### src/rtl/interval_timer_arbiter.sv
// Round-robin arbiter sharing one interval countdown timer among N_REQ requesters.
// The owner gets a one-cycle done pulse after len+1 enabled RUN cycles.
module interval_timer_arbiter #(
  parameter int unsigned N_REQ = 4,
  parameter int unsigned CNT_W = 32
) (
  input  logic                   clk,
  input  logic                   rst,
  input  logic                   en,
  input  logic [N_REQ-1:0]       req,
  input  logic [N_REQ*CNT_W-1:0] len,
  output logic [N_REQ-1:0]       grant,
  output logic [N_REQ-1:0]       done,
  output logic                   busy,
  output logic [CNT_W-1:0]       cnt
);

  localparam int unsigned IDX_W = (N_REQ > 1) ? $clog2(N_REQ) : 1;

  typedef enum logic [1:0] {IDLE, RUN, DONE} state_t;

  state_t           state_q, state_d;
  logic [IDX_W-1:0] owner_q, owner_d;
  logic [IDX_W-1:0] ptr_q, ptr_d;
  logic [IDX_W-1:0] ptr_next;
  logic [N_REQ-1:0] grant_d, done_d;
  logic [CNT_W-1:0] cnt_d;
  logic [CNT_W-1:0] len_sel;
  logic [IDX_W-1:0] pick;
  logic             pick_vld;

  // Circular scan for the first live request at or after ptr.
  always_comb begin
    int unsigned      idx;
    logic [IDX_W-1:0] sel_i;
    pick     = '0;
    pick_vld = 1'b0;
    idx      = 0;
    sel_i    = '0;
    for (int unsigned k = 0; k < N_REQ; k++) begin
      idx   = (32'(ptr_q) + k) % N_REQ;
      sel_i = IDX_W'(idx);
      if (!pick_vld && req[sel_i]) begin
        pick_vld = 1'b1;
        pick     = sel_i;
      end
    end
  end

  // Interval of the requester about to be granted.
  always_comb begin
    len_sel = '0;
    for (int unsigned i = 0; i < N_REQ; i++) begin
      if (pick == IDX_W'(i)) len_sel = len[i*CNT_W +: CNT_W];
    end
  end

  assign ptr_next = (owner_q == IDX_W'(N_REQ - 1)) ? '0 : owner_q + IDX_W'(1);

  always_comb begin
    state_d = state_q;
    owner_d = owner_q;
    ptr_d   = ptr_q;
    grant_d = grant;
    done_d  = '0;
    cnt_d   = cnt;
    unique case (state_q)
      IDLE: begin
        if (pick_vld) begin
          owner_d = pick;
          grant_d = N_REQ'(1) << pick;
          cnt_d   = len_sel;
          state_d = RUN;
        end
      end
      RUN: begin
        // A dropped owner request aborts silently, even while frozen.
        if (!req[owner_q]) begin
          grant_d = '0;
          ptr_d   = ptr_next;
          state_d = IDLE;
        end else if (en) begin
          if (cnt == '0) begin
            done_d  = grant;
            state_d = DONE;
          end else begin
            cnt_d = cnt - CNT_W'(1);
          end
        end
      end
      DONE: begin
        grant_d = '0;
        ptr_d   = ptr_next;
        state_d = IDLE;
      end
      default: state_d = IDLE;
    endcase
  end

  always_ff @(posedge clk) begin
    if (rst) begin
      state_q <= IDLE;
      owner_q <= '0;
      ptr_q   <= '0;
      grant   <= '0;
      done    <= '0;
      busy    <= 1'b0;
      cnt     <= '0;
    end else begin
      state_q <= state_d;
      owner_q <= owner_d;
      ptr_q   <= ptr_d;
      grant   <= grant_d;
      done    <= done_d;
      busy    <= (state_d != IDLE);
      cnt     <= cnt_d;
    end
  end

endmodule

### config.mk
export PLATFORM = sky130hd
export DESIGN_NAME = interval_timer_arbiter
export DESIGN_NICKNAME = d
export VERILOG_FILES = /design/src/rtl/interval_timer_arbiter.sv
export SDC_FILE = /design/constraint.sdc
export NUM_CORES = 1
export LEC_CHECK = 0
export ABC_AREA = 1
export CAP_MARGIN = 15
export CELL_PAD_IN_SITES_DETAIL_PLACEMENT = 0
export CELL_PAD_IN_SITES_GLOBAL_PLACEMENT = 1
export CORE_AREA = 3 3 133 135
export CTS_CLUSTER_DIAMETER = 200
export DETAILED_ROUTE_END_ITERATION = 12
export DIE_AREA = 0 0 136 138
export GPL_TIMING_DRIVEN = 0
export HOLD_SLACK_MARGIN = 0.08
export PLACE_DENSITY_LB_ADDON = 0.1
export SKIP_LAST_GASP = 1
export SLEW_MARGIN = 20
export SYNTH_ARGS = -nofsm -noshare
export SYNTH_HDL_FRONTEND = slang
export SYNTH_SLANG_ARGS = --single-unit
### constraint.sdc
create_clock -name clk -period 2 [get_ports clk]
set_clock_uncertainty 0.05 [all_clocks]
set_input_delay 0.4 -clock clk [delete_from_list [all_inputs] [get_ports clk]]
set_output_delay 0.4 -clock clk [all_outputs]
set_load 0.01 [all_outputs]
# Word level (Yosys, flattened, before mapping)
# Index checks and enable logic that the tools add are counted.
[totals]
register_bits = 47
wordCells = 89
[op_classes]
add_sub_neg = 5
magnitude_cmp = 5
eq_ne = 11
n_shift = 1
n_mux = 38
bitwise = 4
n_reduce_logical = 18
[ops]
columns = ["operator", "count"]
rows = [
  ["two-way mux 32 bit", 8],
  ["case mux 32 bit (2 select lines)", 1],
  ["zero test 32 bit", 1],
  ["subtractor 32 x 1 -> 32 bit (second input constant)", 1],
  ["two-way mux 2 bit", 10],
  ["less-than comparator 2 x 3 -> 1 bit (second input constant)", 5],
  ["case mux 4 bit (3 select lines)", 1],
  ["binary-select mux 1 bit (select 2 bit)", 5],
  ["inequality test 2 bit (second input constant)", 5],
  ["two-way mux 1 bit", 9],
  ["== test 2 bit (second input constant)", 4],
  ["two-way mux 4 bit", 2],
  ["case mux 2 bit (2 select lines)", 2],
  ["nonzero test 2 bit", 3],
  ["AND reduction 5 bit", 1],
  ["OR reduction 5 bit", 1],
  ["adder 2 x 1 -> 2 bit (second input constant)", 2],
  ["adder 2 bit (second input constant)", 2],
  ["== test 2 x 1 -> 1 bit (second input constant)", 2],
  ["zero test 2 bit", 2],
  ["NOT 1 bit", 4],
  ["AND reduction 2 bit", 2],
  ["<< shifter 1 x 2 -> 4 bit (first input constant)", 1],
  ["logical AND 1 bit", 3],
  ["3 further kinds", 5],
]

# Longest topological paths before layout
# Gate-level depths: netlist (run 1).
[depth]
ltp_word = 19
depth_mapped = 17
ltp_nobuf = 16

# Least setup slack after synthesis (run 1)
# Ideal clock, no wire load.
[synth_timing]
path_type = "input-to-reg"
from = "input req[1]"
to = "register cnt[13]"
arrival_time_ns = 1.697
setup_slack_ns = 0.134
path_stages = 14
n_path_buf = 2
cell_sequence = "inv_1 > nand2_2 > nand3_2 > nand2_2 > nor2_4 > nand3_1 > nand2_2 > nand2_4 > buf_6 > buf_4 > nand3_2 > nand4_1 > nand2_1 > a21oi_2"
[synth_between]
elab_chain_len = 19
elab_cells_between_ends = 37
[synth_lines]
columns = ["element", "line", "rtl"]
rows = [
  ["start: declaration", "10", "input logic [N_REQ-1:0] req,"],
  ["binary-select mux 1 bit (select 2 bit)", "43", "if (!pick_vld && req[sel_i]) begin"],
  ["two-way mux 1 bit (not written as such)", "43", ""],
  ["two-way mux 1 bit", "43", ""],
  ["zero test 1 bit", "43", ""],
  ["logical AND 1 bit", "43", ""],
  ["two-way mux 1 bit", "43", ""],
  ["zero test 1 bit", "43", ""],
  ["logical AND 1 bit", "43", ""],
  ["two-way mux 1 bit", "43", ""],
  ["zero test 1 bit", "43", ""],
  ["logical AND 1 bit", "43", ""],
  ["two-way mux 2 bit", "43", ""],
  ["zero test 2 bit", "54", "if (pick == IDX_W'(i)) len_sel = len[i*CNT_W +: CNT_W];"],
  ["two-way mux 32 bit (4 in a row)", "54", ""],
  ["two-way mux 32 bit", "69", "if (pick_vld) begin"],
  ["case mux 32 bit (2 select lines)", "67", "unique case (state_q)"],
  ["end signal: assignment", "116", "cnt <= cnt_d;"],
  ["end: declaration", "15", "output logic [CNT_W-1:0] cnt"],
]
# Parallel ways exist; a longest one is shown, timed or not. The select of a mux whose other input is x is not followed.
# A chain may end at the register's enable or synchronous reset.

# Worst setup path after layout (run 1)
[layout_timing]
from = "input req[0]"
to = "register cnt[28]"
# The elaborated chain is that of the path after synthesis.

==> impl_metrics.json, run 1 <==
{
  "run_status": "finished, violations left",
  "violations": "setup timing",
  "m1WireLength_um": 8780,
  "rsz0062_at_grt": "true",
  "seqCellArea_um2": 951,
  "finalNetCount": 1103,
  "fp.coreArea_um2": 16600,
  "netlist_area_um2": 4310,
  "drive_above_1_share_pct": 22.5,
  "fillCellCount": 1821,
  "diodes": 0,
  "drt_iter0_drc": 247,
  "grt_pass1_wl_um": 30400,
  "clkSinkCount": 47,
  "grt_usage_pct": 20.7,
  "clk_pin_slew_worst_paths_ns": 0.07,
  "endpoint": "cnt[28]",
  "crit_path_end_kind": "flop",
  "cts_hold_buffers": 0,
  "initial_utilization_pct": 26.0,
  "drc_errors": 0,
  "syn-num-nets": 895,
  "drv_slew": 0,
  "h-tree-depth": 2,
  "routedWlPerCell_um": 16.8,
  "dp_slack_ns": -0.772,
  "grt_pass1_vias": 5503,
  "max_slew.worst_pin.slew_ns": 0.655,
  "gp_congestion": 0.826,
  "period_minus_slack_ns": 2.16,
  "power_density_nw_per_um2": 1960,
  "num_vias": 5557,
  "multi_input_area_um2": 3320,
  "hpwlAfterDp_um": 15200,
  "setup_viol_count_final": 32,
  "wl_um": 19800,
  "placed_cell_area_um2": 6340,
  "die_y_um": 138,
  "grt_max_degree": 14,
  "port_buffers": 175,
  "ys_ff_latch": 47,
  "clk_latency_ns": 0.30,
  "syn_inst": 754,
  "design_area_um2": 7440,
  "r2r-start": "ptr_q[0]",
  "critPathArrivalTime_ns": 2.31,
  "vias_per_cell": 4.70,
  "drtPass1Iterations": 5,
  "r2r_slack_ns": -0.16,
  "yosysWarnings": 0,
  "hold_path.class": "flop to flop",
  "area_delta_synth_final_pct": 72.5,
  "cts_root_buf": "clkbuf_16",
  "slew_headroom_pct": 56.3,
  "topRoutingLayerUsed": "met4",
  "pin_count": 176,
  "dieArea_um2": 18800,
  "ys_seq_area_share_pct": 21.8,
  "startpoint": "req[0]",
  "ys_dominant_reg_cell": "dfxtp_1",
  "synth.distinct_cells": 32,
  "p_leak_nw": 3.25,
  "cp.required_ns": 2.14,
  "synth_area_per_cell_um2": 5.72,
  "reg2reg_to": "cnt[28]",
  "wl_met3_um": 1280,
  "ff2ff_path_depth": 14,
  "setup_slack_ns": -0.163,
  "wl_met2_um": 9140,
  "ant_nets": 0,
  "clockBufferDepth": 2,
  "synth-edff-count": 0,
  "fin_crit_sh_pct": 108,
  "max_freq_mhz": 462,
  "cts_buffers": 5,
  "cts_tree": "built",
  "peakVddDrop_uv": 861,
  "hold_violations": 0,
  "critPathMaxFanout": 10,
  "die_w_um": 136,
  "drv_cap": 0,
  "critPathLaunchType": "primary input",
  "crit_type": "primary input to flop",
  "gr-total-overflow": 0,
  "antenna_found_initial": 0,
  "rows": 47,
  "ys_async_sr_fraction_pct": 0
}
## kinds of logic after synthesis
kind of cell    count (synthesis)  share of synthesized area, %
compound gates                124                          15.9
xor+xnor                       11                          2.23
buf+inv                       118                          11.8
simple gates                  448                          46.5
fa+ha+maj                       6                          1.74
flops                          47                          21.8
## report_power, final
part / total (mW) / switching, mW / internal [mW]
clock network: 0.982 / 0.397 / 0.585
registers: 1.69 / 0.409 / 1.29
logic: 11.9 / 6.96 / 4.93
total: 14.6 / 7.76 / 6.80
## metrics by stage
step           power, mW  TNS [ns]  hold WS, ns  instances  util [%]
6_report            14.6     -2.35        0.421       1182      44.9
3_3_place_gp        10.6    -28.29        0.409       1149      38.2
2_1_floorplan       7.40         0        0.415        754         -
5_1_grt             15.8     -6.66        0.436       1182      44.9
3_5_place_dp        10.6    -28.12        0.409       1149      38.2
4_1_cts             13.4     -3.34        0.420       1174      42.4
## synthesized netlist by cell type (10+ instances only)
| library cell | number | area share, % |
|---|---|---|
| xor2_1 | 11 | 2.2 |
| inv_1 | 79 | 6.9 |
| dfxtp_1 | 47 | 22 |
| nor2_1 | 70 | 6.1 |
| a21oi_1 | 61 | 7.1 |
| nand2_1 | 263 | 23 |
| a21oi_2 | 11 | 2.2 |
| o21ai_0 | 44 | 5.1 |
| clkbuf_1 | 10 | 0.87 |
| nand3_2 | 11 | 2.6 |
| nand4_1 | 22 | 3.2 |
| buf_2 | 13 | 1.5 |
| nand3_1 | 51 | 5.9 |
## worst min-delay path by stage
stage          startpoint      end  slack, ns  cells after the start
3_5_place_dp     grant[1]  done[1]       0.41                      2
4_1_cts          grant[0]  done[0]       0.42                      2
3_3_place_gp     grant[3]  done[3]       0.41                      2
2_1_floorplan    grant[1]  done[1]       0.41                      2
5_1_grt          grant[3]  done[3]       0.44                      2
6_report         grant[3]  done[3]       0.42                      2
## cell type report
class | count | area share [%]
Clock buffer | 6 | 1.73
Clock inverter | 1 | 0.404
Tap cell | 220 | 3.70
Inverter | 85 | 4.49
Timing Repair Buffer | 201 | 27.6
Buffer | 32 | 4.63
Multi-Input combinational cell | 590 | 44.6
Sequential cell | 47 | 12.8
## worst max-delay path, stage by stage
cell and delay, ns:
dlygate4sd2_1 0.26, inv_1 0.11, nand2_2 0.10, nand3_4 0.11, nand2_4 0.07, nor2_4 0.16, nand3_2 0.10, nand2_4 0.10
nand2_8 0.09, buf_12 0.17, buf_12 0.15, nand3_1 0.08, nand4_1 0.20, nand2_1 0.14, a21oi_2 0.06
## state kept, by name, indices dropped and copies added (netlist names)
register  count
busy          1
cnt          32
done          4
grant         4
owner_q       2
ptr_q         2
state_q       2
## what timing repair did
| item | CTS | global route |
|---|---|---|
| resized for setup | 109 | 116 |
| gates cloned | 4 | 1 |
| buffers inserted | 14 | 8 |
| hold endpoints to repair | 0 | 0 |
| endpoints found under the setup margin | 39 | 38 |
| pin swaps | 48 | 44 |
## cell usage in the layout, fill, tap and decap left out, types with 12 or more instances in the layout
master           count
o21ai_0             36
nor2_1              55
clkdlybuf4s50_1    171
buf_6               14
nand4_1             22
a21oi_2             21
dfxtp_1             43
buf_4               15
inv_1               71
nor2_2              12
nand3_2             21
nand3_1             38
nand2_1            212
nand2_4             15
a21oi_1             51
nand2_2             41
## metal layers
layer,global-route usage (%),up-vias
met3,4.11,34
met2,34.4,182
met5,0,-
met4,6.47,0
met1,26.8,2501
li1,-,2840
Power figures use the tool's default switching activity.
==> run 2, diff against run 1 <==
- SKIP_LAST_GASP: 1 -> default
- SLEW_MARGIN: 20 -> 10
==> impl_metrics.json, run 2 (same netlist as run 1, synthesis figures left out) <==
{
  "run_status": "finished, violations left",
  "violations": "setup timing",
  "port_buffers": 175,
  "cts_hold_buffers": 0,
  "placed_cell_area_um2": 6340,
  "pin_count": 176,
  "setup_tns_ns": -2.19,
  "fillCellCount": 1819,
  "reg2reg_to": "cnt[28]",
  "cpMaxStageDelayCell": "dlygate4sd2_1",
  "ff2ff_path_depth": 14,
  "drv_slew": 0,
  "clockBufferDepth": 2,
  "h-tree-depth": 2,
  "drive_above_1_share_pct": 23.2,
  "rows": 47,
  "crit_type": "primary input to flop",
  "swShare_pct": 53.3,
  "whs_path_depth": 2,
  "power_density_nw_per_um2": 1960,
  "die_w_um": 136,
  "antenna_found_initial": 0,
  "r2r-start": "ptr_q[0]",
  "max_freq_mhz": 463,
  "grt_usage_pct": 20.7,
  "wl_um": 19800,
  "peakVddDrop_uv": 817,
  "drv_cap": 0,
  "post-route-util_pct": 45.1,
  "rsz0062_at_grt": "true",
  "multi_input_area_um2": 3360,
  "routedWlPerCell_um": 16.8,
  "p_clk_share_pct": 6.7,
  "critPathMaxFanout": 10,
  "slew_headroom_pct": 56.7,
  "crit_path_end_kind": "flop",
  "seqCellArea_um2": 951,
  "ant_nets": 0,
  "hold_violations": 0,
  "fin_crit_sh_pct": 108,
  "design_area_um2": 7480,
  "hold_path.class": "flop to flop",
  "hold-path-endpoint": "done[3]",
  "area_delta_synth_final_pct": 73.5,
  "dieArea_um2": 18800,
  "max_slew.worst_pin.slew_ns": 0.649,
  "period_minus_slack_ns": 2.16,
  "initial_utilization_pct": 26.0,
  "fp.coreArea_um2": 16600,
  "layout_common_cells": "209 x nand2_1, 171 x clkdlybuf4s50_1, 70 x inv_1",
  "hp-start": "grant[3]",
  "cp.required_ns": 2.14,
  "combPwrFrac_pct": 81.7,
  "worst-path-buf-inv": 4,
  "drt_iter0_drc": 237,
  "gp_congestion": 0.826,
  "clk_pin_slew_worst_paths_ns": 0.07,
  "drtPass1Iterations": 5,
  "grt_max_degree": 14,
  "cts_buffers": 5,
  "crit_family": "simple AND/OR/NAND/NOR gates",
  "reg.largest.list": "cnt (32), done (4), grant (4)",
  "cts_tree": "built",
  "gr-total-overflow": 0,
  "clk_latency_ns": 0.30,
  "finalNetCount": 1103,
  "grt_pass1_vias": 5503,
  "vias_per_cell": 4.67,
  "path_cells": "dlygate4sd2_1 > inv_1 > nand2_2 > nand3_4 > nand2_4 > nor2_4 > nand3_2 > nand2_4 > nand2_8 > buf_12 > buf_12 > nand3_1 > nand4_1 > nand2_1 > a21oi_2",
  "power.switching_mw": 7.81,
  "num_vias": 5515,
  "clkSinkCount": 47,
  "setup_viol_count_final": 32,
  "max_stage_delay_ns": 0.26,
  "grt_pass1_wl_um": 30400,
  "critPathLaunchType": "primary input",
  "power.total_mw": 14.7,
  "hpwlAfterDp_um": 15200,
  "r2r_slack_ns": -0.16,
  "setup_slack_ns": -0.160,
  "mostFrequentLayoutCell": "nand2_1",
  "regMostFlops": "cnt",
  "p_leak_nw": 3.27,
  "power_report.internal_total_mw": 6.85,
  "drc_errors": 0,
  "critPathArrivalTime_ns": 2.30,
  "die_y_um": 138,
  "diodes": 0,
  "cts_root_buf": "clkbuf_16",
  "seqPwrFrac_pct": 11.6,
  "largest_reg_flops": 32
}
[run 2: cell counts in the layout (fill, tap and decap cells not counted)]
Identical to the previous run, type by type.
[run 2: area by class of cell]
type | instances | share of cell area (%)
Sequential cell | 47 | 12.7
Clock buffer | 6 | 1.72
Multi-Input combinational cell | 590 | 44.9
Clock inverter | 1 | 0.401
Timing Repair Buffer | 201 | 27.5
Tap cell | 220 | 3.68
Inverter | 85 | 4.47
Buffer | 32 | 4.60
[run 2: what timing repair did]
action / in CTS / in global routing
resized for setup: 109 / 129
endpoints found under the setup margin: 39 / 38
cloned: 4 / 1
buffers inserted: 14 / 8
pin swaps: 48 / 44
[run 2: how the worst max path moves through the flow]
stage | start | to | slack [ns] | depth (start not counted)
after floorplan | req[1] | cnt[13] | 0.13 | 14
after global placement | req[0] | cnt[21] | -0.79 | 15
after detailed placement | req[1] | cnt[21] | -0.77 | 14
after CTS | ptr_q[0] | cnt[21] | -0.14 | 15
after global routing | ptr_q[0] | cnt[5] | -0.24 | 16
final | req[0] | cnt[28] | -0.16 | 15
[run 2: worst reg2reg max path: cells and delay by family (launching register included)]
kind / cells / cell delay (ns)
buffers and inverters: 3 / 0.45
flip-flops: 1 / 0.39
AO/OA/AOI/OAI: 1 / 0.06
AND/OR/NAND/NOR: 10 / 1.10
[run 2: metal layers]
layer  share of wire (%)  track usage, %  up-vias
met1                  44            26.8     2474
met2                  47            34.4      173
met5                   0               0        -
met3                 6.2            4.11       30
li1                    -               -     2838
met4                 2.9            6.47        0
[run 2: power groups by stage]
stage	Combinational, mW	Sequential (mW)	Clock (mW)
after global routing	13.1	1.76	1.02
after detailed placement	8.96	1.67	0
after floorplan	5.72	1.68	0
final	12.0	1.70	0.979
after CTS	10.7	1.67	1.01
after global placement	8.96	1.68	0
[run 2: stage by stage]
| stage | cells | hold WS [ns] | setup WS [ns] |
|---|---|---|---|
| floorplan | 754 | 0.415 | 0.134 |
| global placement | 1149 | 0.409 | -0.794 |
| detailed placement | 1149 | 0.409 | -0.772 |
| CTS | 1174 | 0.420 | -0.143 |
| global route | 1182 | 0.436 | -0.235 |
| finish | 1182 | 0.422 | -0.160 |
==> run 3, diff against run 2 <==
- CTS_CLUSTER_SIZE: default -> 40
- HOLD_SLACK_MARGIN: 0.08 -> 0.05
==> results of run 3 <==
The final DEF is identical to that of run 2; final timing and power are the same.
==> RTL change: new RTL, config.mk and constraints of run 2 <==
Set the parameter `CNT_W` to 24 (it was 32).
--- a/src/rtl/interval_timer_arbiter.sv
+++ b/src/rtl/interval_timer_arbiter.sv
@@ -2,7 +2,7 @@
 // The owner gets a one-cycle done pulse after len+1 enabled RUN cycles.
 module interval_timer_arbiter #(
   parameter int unsigned N_REQ = 4,
-  parameter int unsigned CNT_W = 32
+  parameter int unsigned CNT_W = 24
 ) (
   input  logic                   clk,
   input  logic                   rst,
Interface: changed (resized cnt and len); port bits go from 176 to 136. No check against the original RTL was run, so the function may have changed too.
==> RTL change against run 2 <==
  * The run still ends with negative setup slack left
  * Area after synthesis fell by 26%
  * Routed wire length fell by 27%
  * Sequential cell count fell by 8
  * Final area fell by 23%
  * First-iteration DRC count fell by 24%
  * Worst setup slack improved by 0.023 ns
  * Maximum frequency rose by 1.1%
  * Total power fell by 35%
  * Highest routed layer unchanged
==> RTL change: results (changes against run 2) <==
stage,metric,value,unit,change
final_layout,# nets final,846,,-23%
final_layout,layout cells sized above 1,22.0,%,-1.2 points
setup_path,crit path max fanout,7,,-3
pwr,maximum VDD drop,532,µV,-35%
yosys,synth cell count leaders,"nand2_1, nor2_1, a21oi_1, inv_1",,
timing,worst slew pin tran,0.676,ns,+0.0271 ns
timing,Final setup viols,25,,-22%
setup_path,Worst path max stage delay,0.37,ns,+0.11 ns
placed_design,Placer Congestion,0.837,,+1.3%
setup_path,crit path kind,flop to flop,,
routing,DR pass1 iterations,4,,-1
setup_path,Setup crit end,cnt[16],,
setup_path,CP max stage cell,dfxtp_4,,
routing,Avg Vias per Cell,4.40,,-5.6%
placed_design,hpwl dp,10.8,mm,-29%
yosys,"top cells by area, synth","nand2_1, dfxtp_1, a21oi_1",,
placed_design,DP Area,4830,µm²,-24%
run_status,status,"finished, violations left",,
final_layout,FILL cells,1827,,+0.44%
global_route,largest net degree at the start of global routing,12,,-2
global_route,vias in the first global route,4204,,-24%
timing,setup slack after layout,-0.137,ns,+0.0230 ns
run_status,failing checks,negative setup slack,,
yosys,Mapped Nets,675,,-25%
setup_path,worst r2r path cells,16,,+2
yosys,sequential area share after synthesis,24.3,%,+2.5 points
pwr,P_leak,2.38,nW,-27%
pwr,Sw Share,50.5,%,-2.8 points
RTL change: cell types whose count changed after synthesis, sizes merged, moves of 7 or more:
| cell | delta |
|---|---|
| a21oi | -21 |
| buf | -11 |
| dfxtp | -8 |
| inv | -33 |
| nand2 | -52 |
| nand3 | -34 |
| nand3b | -7 |
| nand4 | -8 |
| nor2 | -18 |
| o21ai | +7 |
| xor2 | -11 |
RTL change: stage by stage:
| stage | power (W) | hold WS (ns) | utilization [%] | std cells | setup TNS [ns] |
|---|---|---|---|---|---|
| detailed placement | 0.00673 | 0.391 | 29.2 | 921 | -21.42 |
| global placement | 0.00670 | 0.391 | 29.2 | 921 | -20.77 |
| finish | 0.00958 | 0.394 | 34.7 | 957 | -2.01 |
| floorplan | 0.00478 | 0.415 | - | 566 | 0 |
| global route | 0.0105 | 0.427 | 34.7 | 957 | -6.66 |
| CTS | 0.00863 | 0.401 | 32.4 | 945 | -1.55 |
RTL change: worst min path at each step:
stage / startpoint / to / slack [ns] / cells after the start
after global placement: grant[3] / done[3] / 0.39 / 2
final: grant[3] / done[3] / 0.39 / 2
after CTS: grant[3] / done[3] / 0.40 / 2
after floorplan: grant[1] / done[1] / 0.41 / 2
after global routing: grant[1] / done[1] / 0.43 / 2
after detailed placement: grant[3] / done[3] / 0.39 / 2
RTL change: power groups by stage:
stage | Sequential, W | Combinational (W) | Clock [W]
after global routing | 0.00143 | 0.00820 | 0.000886
after CTS | 0.00138 | 0.00641 | 0.000848
final | 0.00139 | 0.00738 | 0.000816
after detailed placement | 0.00133 | 0.00539 | 0
after global placement | 0.00133 | 0.00537 | 0
after floorplan | 0.00134 | 0.00344 | 0
RTL change: area by class of cell:
type,instances,area (µm²),area share (%)
Clock buffer,6,139,2.42
Buffer,21,179,3.11
Multi-Input combinational cell,454,2470,43.1
Clock inverter,1,5.00,0.0871
Inverter,52,221,3.85
Timing Repair Buffer,163,1650,28.6
Timing Repair inverter,1,7.51,0.131
Tap cell,220,275,4.79
Sequential cell,39,800,13.9
RTL change: what timing repair did:
item / CTS / global route
gates cloned: 4 / 3
pin swaps: 26 / 36
endpoints found under the setup margin: 28 / 28
gates resized for setup: 104 / 51
setup buffers: 13 / 10
RTL change: metal layers:
layer | track usage (%) | part of all wire (%)
met5 | 0 | 0
met4 | 2.39 | 1.2
met3 | 2.94 | 5.5
met2 | 24.9 | 47
met1 | 20.1 | 46
RTL change: logic make-up (layout without fill, tap and decap cells):
family | after synthesis | in the layout | share of synthesized area [%]
DFF | 39 | 39 | 24.3
AOI/OAI and AO/OA | 115 | 115 | 19.1
buffers and inverters | 73 | 244 | 10.4
and+or+nand+nor | 332 | 332 | 43.6
adders and majority gates | 6 | 6 | 2.34
xor gates and xnor gates | 1 | 1 | 0.273
